### config.mk
export PLATFORM = sky130hd
export DESIGN_NAME = i2c_xfer_arbiter
export DESIGN_NICKNAME = d
export VERILOG_FILES = /design/src/rtl/i2c_xfer_arbiter_pkg.sv /design/src/rtl/i2c_xfer_arbiter_rr_picker.sv /design/src/rtl/i2c_xfer_arbiter.sv
export SDC_FILE = /design/constraint.sdc
export NUM_CORES = 1
export LEC_CHECK = 0
export CAP_MARGIN = 10
export CORE_UTILIZATION = 25
export CTS_BUF_LIST = sky130_fd_sc_hd__clkbuf_8
export DETAILED_ROUTE_END_ITERATION = 8
export SLEW_MARGIN = 20
export SYNTH_ARGS = -nofsm -noshare
export SYNTH_HDL_FRONTEND = slang
export SYNTH_SLANG_ARGS = --single-unit
### constraint.sdc
create_clock -name clk -period 3.4 [get_ports clk]
set_input_delay 0.68 -clock clk [delete_from_list [all_inputs] [get_ports clk]]
set_output_delay 0.68 -clock clk [all_outputs]
set_load 0.05 [all_outputs]
### src/rtl/i2c_xfer_arbiter_pkg.sv
// Shared encodings for the I2C transfer arbiter: engine commands, FSM states, direction bit.
package i2c_xfer_arbiter_pkg;

  typedef enum logic [1:0] {
    CmdStart = 2'b00,
    CmdWrite = 2'b01,
    CmdStop  = 2'b10
  } eng_cmd_e;

  typedef enum logic [2:0] {
    StIdle,
    StStart,
    StAddr,
    StData,
    StStop,
    StDone
  } arb_state_e;

  localparam logic I2cWriteBit = 1'b0;

endpackage

### src/rtl/i2c_xfer_arbiter_rr_picker.sv
// Combinational round-robin select: first set req bit at or after ptr, wrapping.
module i2c_rr_picker #(
  parameter int unsigned NUM_REQ = 4
) (
  input  logic [NUM_REQ-1:0]         req,
  input  logic [$clog2(NUM_REQ)-1:0] ptr,
  output logic [NUM_REQ-1:0]         pick,
  output logic [$clog2(NUM_REQ)-1:0] pick_idx
);

  localparam int unsigned IdxW = $clog2(NUM_REQ);

  always_comb begin
    logic          found;
    logic [IdxW-1:0] j;
    found    = 1'b0;
    pick     = '0;
    pick_idx = '0;
    j        = '0;
    for (int i = 0; i < NUM_REQ; i++) begin
      j = IdxW'((int'(ptr) + i) % int'(NUM_REQ));
      if (!found && req[j]) begin
        found    = 1'b1;
        pick[j]  = 1'b1;
        pick_idx = j;
      end
    end
  end

endmodule

### src/rtl/i2c_xfer_arbiter.sv
// Round-robin arbiter sequencing START/ADDR/DATA*/STOP write transfers onto a shared I2C engine.
// Optional engine watchdog with timeout port: define I2C_ARB_TIMEOUT_EN.
module i2c_xfer_arbiter
  import i2c_xfer_arbiter_pkg::*;
#(
  parameter int unsigned NUM_REQ = 4,
  parameter int unsigned LEN_W   = 4
`ifdef I2C_ARB_TIMEOUT_EN
  ,
  parameter int unsigned TIMEOUT_CYC = 65535
`endif
) (
  input  logic                     clk,
  input  logic                     rst,
  input  logic [NUM_REQ-1:0]       req,
  input  logic [NUM_REQ*7-1:0]     req_addr,
  input  logic [NUM_REQ*LEN_W-1:0] req_len,
  input  logic [NUM_REQ*8-1:0]     req_data,
  output logic [NUM_REQ-1:0]       req_data_rd,
  output logic [NUM_REQ-1:0]       grant,
  output logic [NUM_REQ-1:0]       done,
  output logic                     err,
  output logic                     busy,
  output logic                     eng_cmd_valid,
  output logic [1:0]               eng_cmd,
  output logic [7:0]               eng_cmd_data,
  input  logic                     eng_cmd_ready,
  input  logic                     eng_rsp_valid,
  input  logic                     eng_rsp_nack
`ifdef I2C_ARB_TIMEOUT_EN
  ,
  output logic                     timeout
`endif
);

  localparam int unsigned IdxW = $clog2(NUM_REQ);

  arb_state_e       state_q;
  eng_cmd_e         cmd_q;
  logic             cmd_valid_q, busy_q, err_q, err_flag_q;
  logic [7:0]       cmd_data_q;
  logic [NUM_REQ-1:0] grant_q, done_q;
  logic [IdxW-1:0]  ptr_q, owner_q;
  logic [6:0]       addr_q;
  logic [LEN_W-1:0] len_q, cnt_q;

  logic [NUM_REQ-1:0] pick;
  logic [IdxW-1:0]    pick_idx;
  logic [7:0]         data_arr [NUM_REQ];
  logic [6:0]         addr_arr [NUM_REQ];
  logic [LEN_W-1:0]   len_arr  [NUM_REQ];
  logic               active, hs, rsp;

  i2c_rr_picker #(
    .NUM_REQ(NUM_REQ)
  ) u_picker (
    .req     (req),
    .ptr     (ptr_q),
    .pick    (pick),
    .pick_idx(pick_idx)
  );

  always_comb begin
    for (int i = 0; i < NUM_REQ; i++) begin
      data_arr[i] = req_data[i*8 +: 8];
      addr_arr[i] = req_addr[i*7 +: 7];
      len_arr[i]  = req_len[i*LEN_W +: LEN_W];
    end
  end

  assign active = (state_q == StStart) || (state_q == StAddr) ||
                  (state_q == StData)  || (state_q == StStop);
  assign hs     = cmd_valid_q && eng_cmd_ready;
  // Responses only count in a WAIT phase, never on the handshake cycle.
  assign rsp    = active && !cmd_valid_q && eng_rsp_valid;

  assign req_data_rd   = (hs && state_q == StData) ? grant_q : '0;
  assign eng_cmd_data  = (state_q == StData) ? data_arr[owner_q] : cmd_data_q;
  assign eng_cmd       = cmd_q;
  assign eng_cmd_valid = cmd_valid_q;
  assign grant         = grant_q;
  assign done          = done_q;
  assign err           = err_q;
  assign busy          = busy_q;

`ifdef I2C_ARB_TIMEOUT_EN
  localparam int unsigned WdW = $clog2(TIMEOUT_CYC + 1);
  logic [WdW-1:0] wdog_q;
  logic           timeout_q;
  assign timeout = timeout_q;
`endif

  always_ff @(posedge clk or negedge rst) begin
    if (!rst) begin
      state_q     <= StIdle;
      cmd_valid_q <= 1'b0;
      cmd_q       <= CmdStart;
      cmd_data_q  <= '0;
      grant_q     <= '0;
      done_q      <= '0;
      busy_q      <= 1'b0;
      err_q       <= 1'b0;
      err_flag_q  <= 1'b0;
      ptr_q       <= '0;
      owner_q     <= '0;
      addr_q      <= '0;
      len_q       <= '0;
      cnt_q       <= '0;
`ifdef I2C_ARB_TIMEOUT_EN
      wdog_q      <= '0;
      timeout_q   <= 1'b0;
`endif
    end else begin
      done_q <= '0;
      err_q  <= 1'b0;
`ifdef I2C_ARB_TIMEOUT_EN
      timeout_q <= 1'b0;
`endif
      if (hs) begin
        cmd_valid_q <= 1'b0;
        if (state_q == StData) cnt_q <= cnt_q + 1'b1;
      end
      unique case (state_q)
        StIdle: begin
          if (|req) begin
            grant_q     <= pick;
            busy_q      <= 1'b1;
            owner_q     <= pick_idx;
            addr_q      <= addr_arr[pick_idx];
            len_q       <= len_arr[pick_idx];
            cnt_q       <= '0;
            err_flag_q  <= 1'b0;
            state_q     <= StStart;
            cmd_valid_q <= 1'b1;
            cmd_q       <= CmdStart;
            cmd_data_q  <= '0;
          end
        end
        StStart: begin
          if (rsp) begin
            state_q     <= StAddr;
            cmd_valid_q <= 1'b1;
            cmd_q       <= CmdWrite;
            cmd_data_q  <= {addr_q, I2cWriteBit};
          end
        end
        StAddr: begin
          if (rsp) begin
            cmd_valid_q <= 1'b1;
            cmd_data_q  <= '0;
            if (eng_rsp_nack || len_q == '0) begin
              err_flag_q <= eng_rsp_nack;
              state_q    <= StStop;
              cmd_q      <= CmdStop;
            end else begin
              state_q <= StData;
            end
          end
        end
        StData: begin
          if (rsp) begin
            cmd_valid_q <= 1'b1;
            if (eng_rsp_nack || cnt_q == len_q) begin
              err_flag_q <= eng_rsp_nack;
              state_q    <= StStop;
              cmd_q      <= CmdStop;
            end
          end
        end
        StStop: begin
          if (rsp) begin
            state_q <= StDone;
            done_q  <= grant_q;
            err_q   <= err_flag_q;
            cmd_q   <= CmdStart;
          end
        end
        StDone: begin
          state_q <= StIdle;
          grant_q <= '0;
          busy_q  <= 1'b0;
          ptr_q   <= (owner_q == IdxW'(NUM_REQ - 1)) ? '0 : owner_q + 1'b1;
        end
        default: state_q <= StIdle;
      endcase
`ifdef I2C_ARB_TIMEOUT_EN
      // Every phase entry coincides with a handshake or a response, so those restart the count.
      if (active) begin
        if (hs || rsp) begin
          wdog_q <= '0;
        end else if (wdog_q == WdW'(TIMEOUT_CYC - 1)) begin
          state_q     <= StDone;
          cmd_valid_q <= 1'b0;
          cmd_q       <= CmdStart;
          cmd_data_q  <= '0;
          done_q      <= grant_q;
          err_q       <= 1'b1;
          timeout_q   <= 1'b1;
          wdog_q      <= '0;
        end else begin
          wdog_q <= wdog_q + 1'b1;
        end
      end else begin
        wdog_q <= '0;
      end
`endif
    end
  end

endmodule
Word level (Yosys, flattened, before mapping)
Index checks and enable logic that the tools add are counted.
{"block": "totals", "register_bits": 44, "latchBits": 0, "mem_bits_rw": 0, "mem_bits_ro": 0, "inputBits": 85, "out_inout_bits": 25, "wordCells": 163, "mem_count": 0}
{"block": "op_classes", "n_addsub": 5, "multipliers": 0, "n_div": 0, "order_cmp": 10, "n_eq_ne": 14, "n_shift": 0, "muxes": 81, "n_bitwise": 5, "n_reduce_logical": 34}
{"op": "$mux W4", "count": 14}
{"op": "$mux W8", "count": 6}
{"op": "$mux W2", "count": 12}
{"op": "$pmux W8 S3", "count": 1}
{"op": "$mux W1", "count": 22}
{"op": "$mux W3", "count": 7}
{"op": "$bmux W8 S2", "count": 1}
{"op": "$pmux W3 S5", "count": 1}
{"op": "$bmux W7 S2", "count": 1}
{"op": "$mux W7", "count": 2}
{"op": "$lt A2 B3 Y1 const B", "count": 4}
{"op": "$or A4 B4 Y4", "count": 3}
{"op": "$reduce_and A6 Y1", "count": 2}
{"op": "$logic_and A1 B1 Y1", "count": 11}
{"op": "$ne A2 B2 Y1 const B", "count": 5}
{"op": "$pmux W2 S5", "count": 1}
{"op": "$bmux W1 S2", "count": 4}
{"op": "$bmux W4 S2", "count": 1}
{"op": "$demux W1 S2", "count": 4}
{"op": "$ge A2 B1 Y1 const B", "count": 4}
{"op": "$pmux W4 S2", "count": 1}
{"op": "$reduce_and A8 Y1", "count": 1}
{"op": "$eq A3 B2 Y1 const B", "count": 2}
{"op": "$eq A3 B3 Y1 const B", "count": 2}
{"op": "other kinds (22)", "count": 37}

Longest topological paths before layout
{"block": "logic_depth", "depth_word": 16, "ltp_mapped": 10, "mapped_depth_nobuf": 8}

Hierarchy
A second synthesis with hierarchy kept.
{"block": "hier_totals", "cells_unflattened": 270, "area_unflattened_um2": 3088.0}
{"module": "i2c_xfer_arbiter", "n_inst": 1, "cells_per_inst": 205, "area_per_inst_um2": 2598.7, "seq_area_each_um2": 1076.0}
{"module": "i2c_rr_picker", "n_inst": 1, "cells_per_inst": 65, "area_per_inst_um2": 489.2, "seq_area_each_um2": 0.0}

Worst setup path before layout
No wires, ideal clock.
{"block": "synth_timing", "path_kind": "register -> output", "start": "register owner_q[0]", "end": "output port eng_cmd_data[0]", "arrival_time_ns": 1.833, "required_time_ns": 2.720, "slack_ns": 0.887, "path_stages_with_launch": 4, "path_buffers": 1, "cell_sequence": "dfrtp_1 > clkbuf_1 > mux4_2 > nor2b_1"}
{"block": "synth_between", "elab_chain_len": 5}
{"item": "start, declared", "line": "i2c_xfer_arbiter.sv:43", "source": "logic [IdxW-1:0] ptr_q, owner_q;"}
{"item": "start signal, assigned", "line": "i2c_xfer_arbiter.sv:128", "source": "owner_q <= pick_idx;"}
{"item": "$not A2 Y3 (not written as such)", "line": "i2c_xfer_arbiter.sv:78", "source": "assign eng_cmd_data = (state_q == StData) ? data_arr[owner_q] : cmd_data_q;"}
{"item": "$bmux W8 S2", "line": "i2c_xfer_arbiter.sv:78"}
{"item": "$mux W8 (not written as such) (2 in a row)", "line": "i2c_xfer_arbiter.sv:78"}
{"item": "$mux W8", "line": "i2c_xfer_arbiter.sv:78"}
{"item": "end, declared", "line": "i2c_xfer_arbiter.sv:26", "source": "output logic [7:0] eng_cmd_data,"}
Every way passes these cells. The select of a mux whose other input is x is not followed.

Worst setup path in the final report
{"block": "layout_timing", "start": "input port req_data[28]", "end": "output port eng_cmd_data[4]"}
{"block": "layout_between", "elab_chain_len": 4}
{"item": "start, declared", "line": "i2c_xfer_arbiter.sv:18", "source": "input logic [NUM_REQ*8-1:0] req_data,"}
{"item": "$bmux W8 S2", "line": "i2c_xfer_arbiter.sv:78"}
{"item": "$mux W8 (not written as such) (2 in a row)", "line": "i2c_xfer_arbiter.sv:78"}
{"item": "$mux W8", "line": "i2c_xfer_arbiter.sv:78"}
Every way passes these cells. The select of a mux whose other input is x is not followed.

==> metrics.txt <==
DR vias 2,735; Setup crit start kind input port; RSZ-0062 raised after global routing false; Synth Flop Type dfrtp_1; first-pass GRT wire length 13,810 um; largest net degree at the start of global routing 44; number of hold buffers added after cts 0; MaxCap Viol Count 0; max frequency 314.8 MHz; DRT iter0 DRCs 143; Pleak between 1.5 and 2 nW; Detail Route Antenna Nets 0; Synth Instances 302; Detail Placement HPWL slightly below 7000 um; Worst setup EP type primary output; Syn Nets 395; GRT Util Overall 0.1368; number of global-route vias before repair 2,670; post_cts resized 0; Final period util 0.9344; synth warn 0; chip width 112.6 um; syn avg cell area 10.12 um2; Avg WL per Cell 15.23 um; TritonCTS clock tree done; cell area power density 816.3 nW/um2; clock sink count 43; Layout Skew ~0.0085 ns; root buffer cell clkbuf_8; Hold Vio Cnt, Final 0; DR pass1 iterations 4; async set-or-reset flop fraction in the synthesized netlist 1.000; WP data required roughly 2.7 ns; Yosys top cell by area dfrtp_1; Critical Path AT around 2.5 ns; DRC 0; Post-Syn Area ~3100 um2; die area 12,670 um2; nets 505; Synth cell types 53; fin area 4364 um2; # rows 40; Max-slew headroom 0.3594; initial antenna violation count 0; Crit Path Max Fanout 1; Seq/Total Area, Yosys 0.3520; Post-synth EDFFs 0; Worst-Margin Slew 0.9609 ns; IO Count 110; count of pins over their slew limit 0; gpl congestion between 0.7 and 0.8; most common cell in the netlist dfrtp_1; Min Clock Period, post-route ~3.2 ns; die height 112.6 um; drt via density 4.884; final setup fails 0; non-filler instance count after layout 560; post-CTS setup buffers 0; Synth top area share 0.3520; Routed WL 8527 um; area delta synth->final 42.78%; placed insts ~550; worst skew pair latency 0.29 ns; DP Area 4283 um2; Worst Hold Class reg -> reg; antenna diode count 0; total gr overflow 0; #FFs+latches synth 43; share of cells above drive strength 1 0.1404; Peak VDD IR 0.3534 mV; setup TNS 0 ns; TritonCTS buffer count 5; Setup WS post-layout 0.2229 ns; Buffers on Ports 109; Clock Pin Slew Worst Setup and Hold Paths ~0.080 ns; critical path class in -> out; commonest cells in the netlist dfrtp_1 (43), mux2i_1 (31), nand2_1 (30); worst hold slack 0.4900 ns; largest cells by area after synthesis dfrtp_1 (35%), mux2i_1 (10%), mux4_2 (7.4%); Max Root-Sink Buffers 2; CTS H-Tree Depth 2; # fillers ~1,200; Core Box Area 11,960 um2; status finished clean; initial cell density of the core 0.2555; dpl ws 0.2183 ns
## critical path, stage by stage
cell and delay [ns]:
clkdlybuf4s50_1 0.40, mux4_2 0.45, mux2_2 0.27, clkdlybuf4s50_1 0.70
## where the power goes
| part | leakage (nW) | switching, mW | internal [mW] | total, mW |
|---|---|---|---|---|
| clock | 0.0505 | 0.170 | 0.138 | 0.308 |
| combinational | 1.22 | 1.32 | 1.04 | 2.35 |
| sequential | 0.551 | 0.206 | 0.696 | 0.902 |
| total | 1.82 | 1.69 | 1.87 | 3.56 |
## placed cells by master, fill, tap and decap left out, types with 2 or more instances in the layout
cell type,netlist,layout
clkdlybuf4s50_1,0,99
nand3_1,10,10
nor3_1,2,2
mux2i_1,31,31
a2bb2oi_1,2,2
o21ai_0,17,17
buf_4,0,19
nor3b_1,2,2
inv_1,12,14
o31ai_1,4,4
nand2_1,30,30
mux4_2,10,10
a21oi_1,6,6
dfrtp_1,43,43
o221ai_1,9,9
o41ai_1,3,3
ha_1,8,8
and2_1,8,8
nor2_1,26,26
nand2b_1,7,7
mux2_2,8,8
clkbuf_8,6,5
nand3b_1,2,2
a22oi_1,6,6
o211ai_1,2,2
xor2_1,6,6
a221oi_1,4,4
buf_12,1,4
a211oi_1,3,3
## final cells by class
| class | count | area (um2) | area share |
|---|---|---|---|
| sequential | 43 | 1076 | 0.2466 |
| tap | 147 | 183.9 | 0.04214 |
| inverter | 12 | 45.04 | 0.01032 |
| timing repair buffer | 123 | 1219 | 0.2792 |
| multi-input combinational | 227 | 1759 | 0.4031 |
| clock buffer | 5 | 68.82 | 0.01577 |
| clock inverter | 3 | 12.51 | 0.002867 |
## cell families after synthesis
logic type | count (synthesis) | share of synthesized area
mux | 49 | 0.2047
fa+ha+maj | 8 | 0.03275
simple gates | 98 | 0.1596
buf+inv | 32 | 0.07245
flops | 43 | 0.3520
xor+xnor | 7 | 0.02006
compound gates | 65 | 0.1584
## registers in the layout (all words and copies together), names as in the netlist
register and count:
cnt_q 4, state_q 3, err 1, grant 4
eng_cmd_valid 1, len_q 4, cmd_data_q 7, err_flag_q 1
done 4, eng_cmd 2, owner_q 2, ptr_q 2
addr_q 7, busy 1
## stage by stage
stage,power (mW),util
4_1_cts,3.598,0.3649
6_report,3.562,0.3649
3_3_place_gp,3.230,0.3581
5_1_grt,3.859,0.3649
3_5_place_dp,3.284,0.3581
2_1_floorplan,2.696,-
## per-layer routing
metal	part of all wire	vias to the layer above	GRT usage	wire length, um
met4	0.011	0	0.03022	98
met5	0	-	0	0
met1	0.44	1313	0.1845	3762
met2	0.49	88	0.2309	4196
met3	0.055	7	0.02052	469
li1	-	1327	-	-
## worst paths after layout
path / start / endpoint / slack (ns) / depth (start not counted)
setup / recovery: req_data[28] / eng_cmd_data[4] / 0.22 / 4
max in group asynchronous: rst / eng_cmd[1]$_DFFE_PN0P_ / 2.26 / 1
hold / removal: busy$_DFFE_PN0P_ / busy$_DFFE_PN0P_ / 0.49 / 2
hold reg to reg: busy$_DFFE_PN0P_ / busy$_DFFE_PN0P_ / 0.49 / 2
setup reg to reg: ptr_q[1]$_DFFE_PN0P_ / len_q[3]$_DFFE_PN0P_ / 0.57 / 8
min in group asynchronous: rst / cmd_data_q[6]$_DFFE_PN0P_ / 0.54 / 1
(Power assumes the default switching activity.)
==> variant: new RTL, config.mk and constraints unchanged <==
`NUM_REQ` is set to 4 in 2 places; all go to 16.
--- a/src/rtl/i2c_xfer_arbiter_rr_picker.sv
+++ b/src/rtl/i2c_xfer_arbiter_rr_picker.sv
@@ -2,3 +2,3 @@
 module i2c_rr_picker #(
-  parameter int unsigned NUM_REQ = 4
+  parameter int unsigned NUM_REQ = 16
 ) (
--- a/src/rtl/i2c_xfer_arbiter.sv
+++ b/src/rtl/i2c_xfer_arbiter.sv
@@ -5,3 +5,3 @@
 #(
-  parameter int unsigned NUM_REQ = 4,
+  parameter int unsigned NUM_REQ = 16,
   parameter int unsigned LEN_W   = 4
Interface: changed (7 resized); port bits go from 110 to 386. No check against the original RTL was run, so the function may have changed too.
==> variant against the unedited design <==
- the run now ends with negative setup slack left
- worst setup slack worse by 1.4 ns
- hold slack worse by 0.052 ns
- sequential cell count up 28
- area after synthesis rose to 3.4 times the old value
- via count rose to 4.9 times the old value
- sequential share of layout area down 15 points
- routed wire length rose to 6.8 times the old value
- die area rose to 3.3 times the old value
- final cell count rose to 4.3 times the old value
- design area rose to 4.4 times the old value
- non-clock buffer count up 610
- largest cell class unchanged
Power is left out: the tool's default activity adds up to more than one toggle a clock period on the data nets, which glitch-free logic cannot reach.
==> variant: results <==
clock_network:
  htree_levels: 3
  numCtsBuffers: 9
  worstSkewPairLatency_ns: 0.36
  clk_root_buffer_cell: "clkbuf_8"
  clk_pin_slew_ns: 0.08
  cts_buffer_depth: 2
drt:
  vias: 13515
  wire_per_inst_um: 23.9
  drt_iter0_drc: 1056
  dr.pass1.iters: 5
setup_path:
  rr_worst_depth: 16
  worstPathMaxFanout: 7
  timing.rr.start: "ptr_q[1]"
  regToRegEndpoint: "addr_q[3]"
  worst_setup_path_end_kind: "flip-flop"
  arrival_ns: 4.78
synthesis:
  synth.distinct_cells: 90
  synth_nets: 1584
  ys_top_cells_by_count: "mux2i_1, nand2_1, dfrtp_1, clkbuf_1, nand3_1"
  seq_area_frac_synth: 0.171
  async_reset_ff_frac: 1.00
  yosys-top-cells-area: "dfrtp_1, mux2i_1, mux4_2"
  yosys_warnings: 0
sta:
  fin_ws_ns: -1.14
  setup_tns_ns: -27.00
  setup_viol: 31
  drv_slew: 0
  fin_worst_skew_ns: 0.00943
  worst_pin_slew_ns: 0.926
grt:
  grt_max_degree: 72
  antenna_found_initial: 3
  grt_pass1_wl_um: 79700
  grt_pass1_vias: 12836
  grt_usage: 0.251
finish:
  layout.nets: 2215
  drive_gt1_frac: 0.357
outcome:
  violations: "negative setup slack"
  status: "finished with violations"
placed_design:
  dpl.hpwl_um: 45200
  dpl_cell_area_um2: 17000
  io_buffer_count: 385
  gp_congestion: 0.946
hold_path:
  hp-class: "primary input to async pin"
==> variant: layer usage <==
| metal | part of all wire | vias up | wire length (µm) | track usage |
|---|---|---|---|---|
| met5 | 0 | - | 0 | 0 |
| met4 | 0.042 | 0 | 2440 | 0.106 |
| met3 | 0.069 | 151 | 4010 | 0.0356 |
| met2 | 0.49 | 642 | 28300 | 0.429 |
| met1 | 0.40 | 6594 | 23100 | 0.314 |
| li1 | - | 6128 | - | - |
==> variant: worst max path at each step <==
stage | slack (ns) | to | startpoint
finish | -1.14 | addr_q[3] | ptr_q[1]
global placement | -1.75 | len_q[1] | req[6]
global route | -1.37 | addr_q[3] | ptr_q[1]
floorplan | -0.86 | addr_q[0] | ptr_q[1]
CTS | -1.11 | len_q[1] | ptr_q[1]
detailed placement | -1.76 | len_q[1] | req[6]
==> variant: worst max-delay path: stages, from the launching register on <==
cell and delay (ns):
dfrtp_1 0.42, clkinvlp_4 0.21, ha_4 0.38, mux2_4 0.32
buf_4 0.14, mux2_2 0.27, mux4_2 0.52, and3_4 0.18
and3_4 0.19, a211oi_4 0.26, or4b_4 0.52, buf_6 0.14
a21boi_4 0.29, clkbuf_16 0.22, a221oi_1 0.10, o21ai_1 0.15
o211ai_2 0.10
==> variant: repair_timing <==
item / CTS / global route
buffers inserted: 28 / 35
setup endpoints to repair: 31 / 32
pin swaps: 25 / 84
gates resized for setup: 119 / 190
gates cloned: 4 / 7
==> variant: kinds of logic (layout without fill, tap and decap cells) <==
logic type,after synthesis,after routing,synth area share
multiplexers,219,219,0.275
other,0,4,0
AND/OR/NAND/NOR,434,436,0.206
XOR/XNOR,22,22,0.0203
adder cells (fa/ha/maj),15,15,0.0181
buffers and inverters,142,776,0.0676
AO/OA/AOI/OAI,341,341,0.243
flip-flops,71,71,0.171
==> variant: cell type report <==
cell class	count	area (µm²)
tap	532	666
timing repair buffer	733	7240
clock buffer	10	138
multi-input combinational	1033	9190
fill	3919	21700
clock inverter	6	60.1
antenna	4	10.0
sequential	71	1780
inverter	27	108
==> variant: metrics by stage <==
step / worst slack [ns] / utilization / instances / hold slack [ns]
5_1_grt: -1.37 / 0.469 / 2415 / 0.508
3_3_place_gp: -1.75 / 0.414 / 2327 / 0.464
3_5_place_dp: -1.76 / 0.414 / 2327 / 0.481
4_1_cts: -1.11 / 0.439 / 2374 / 0.470
6_report: -1.14 / 0.469 / 2416 / 0.438
2_1_floorplan: -0.859 / - / 1244 / 0.384
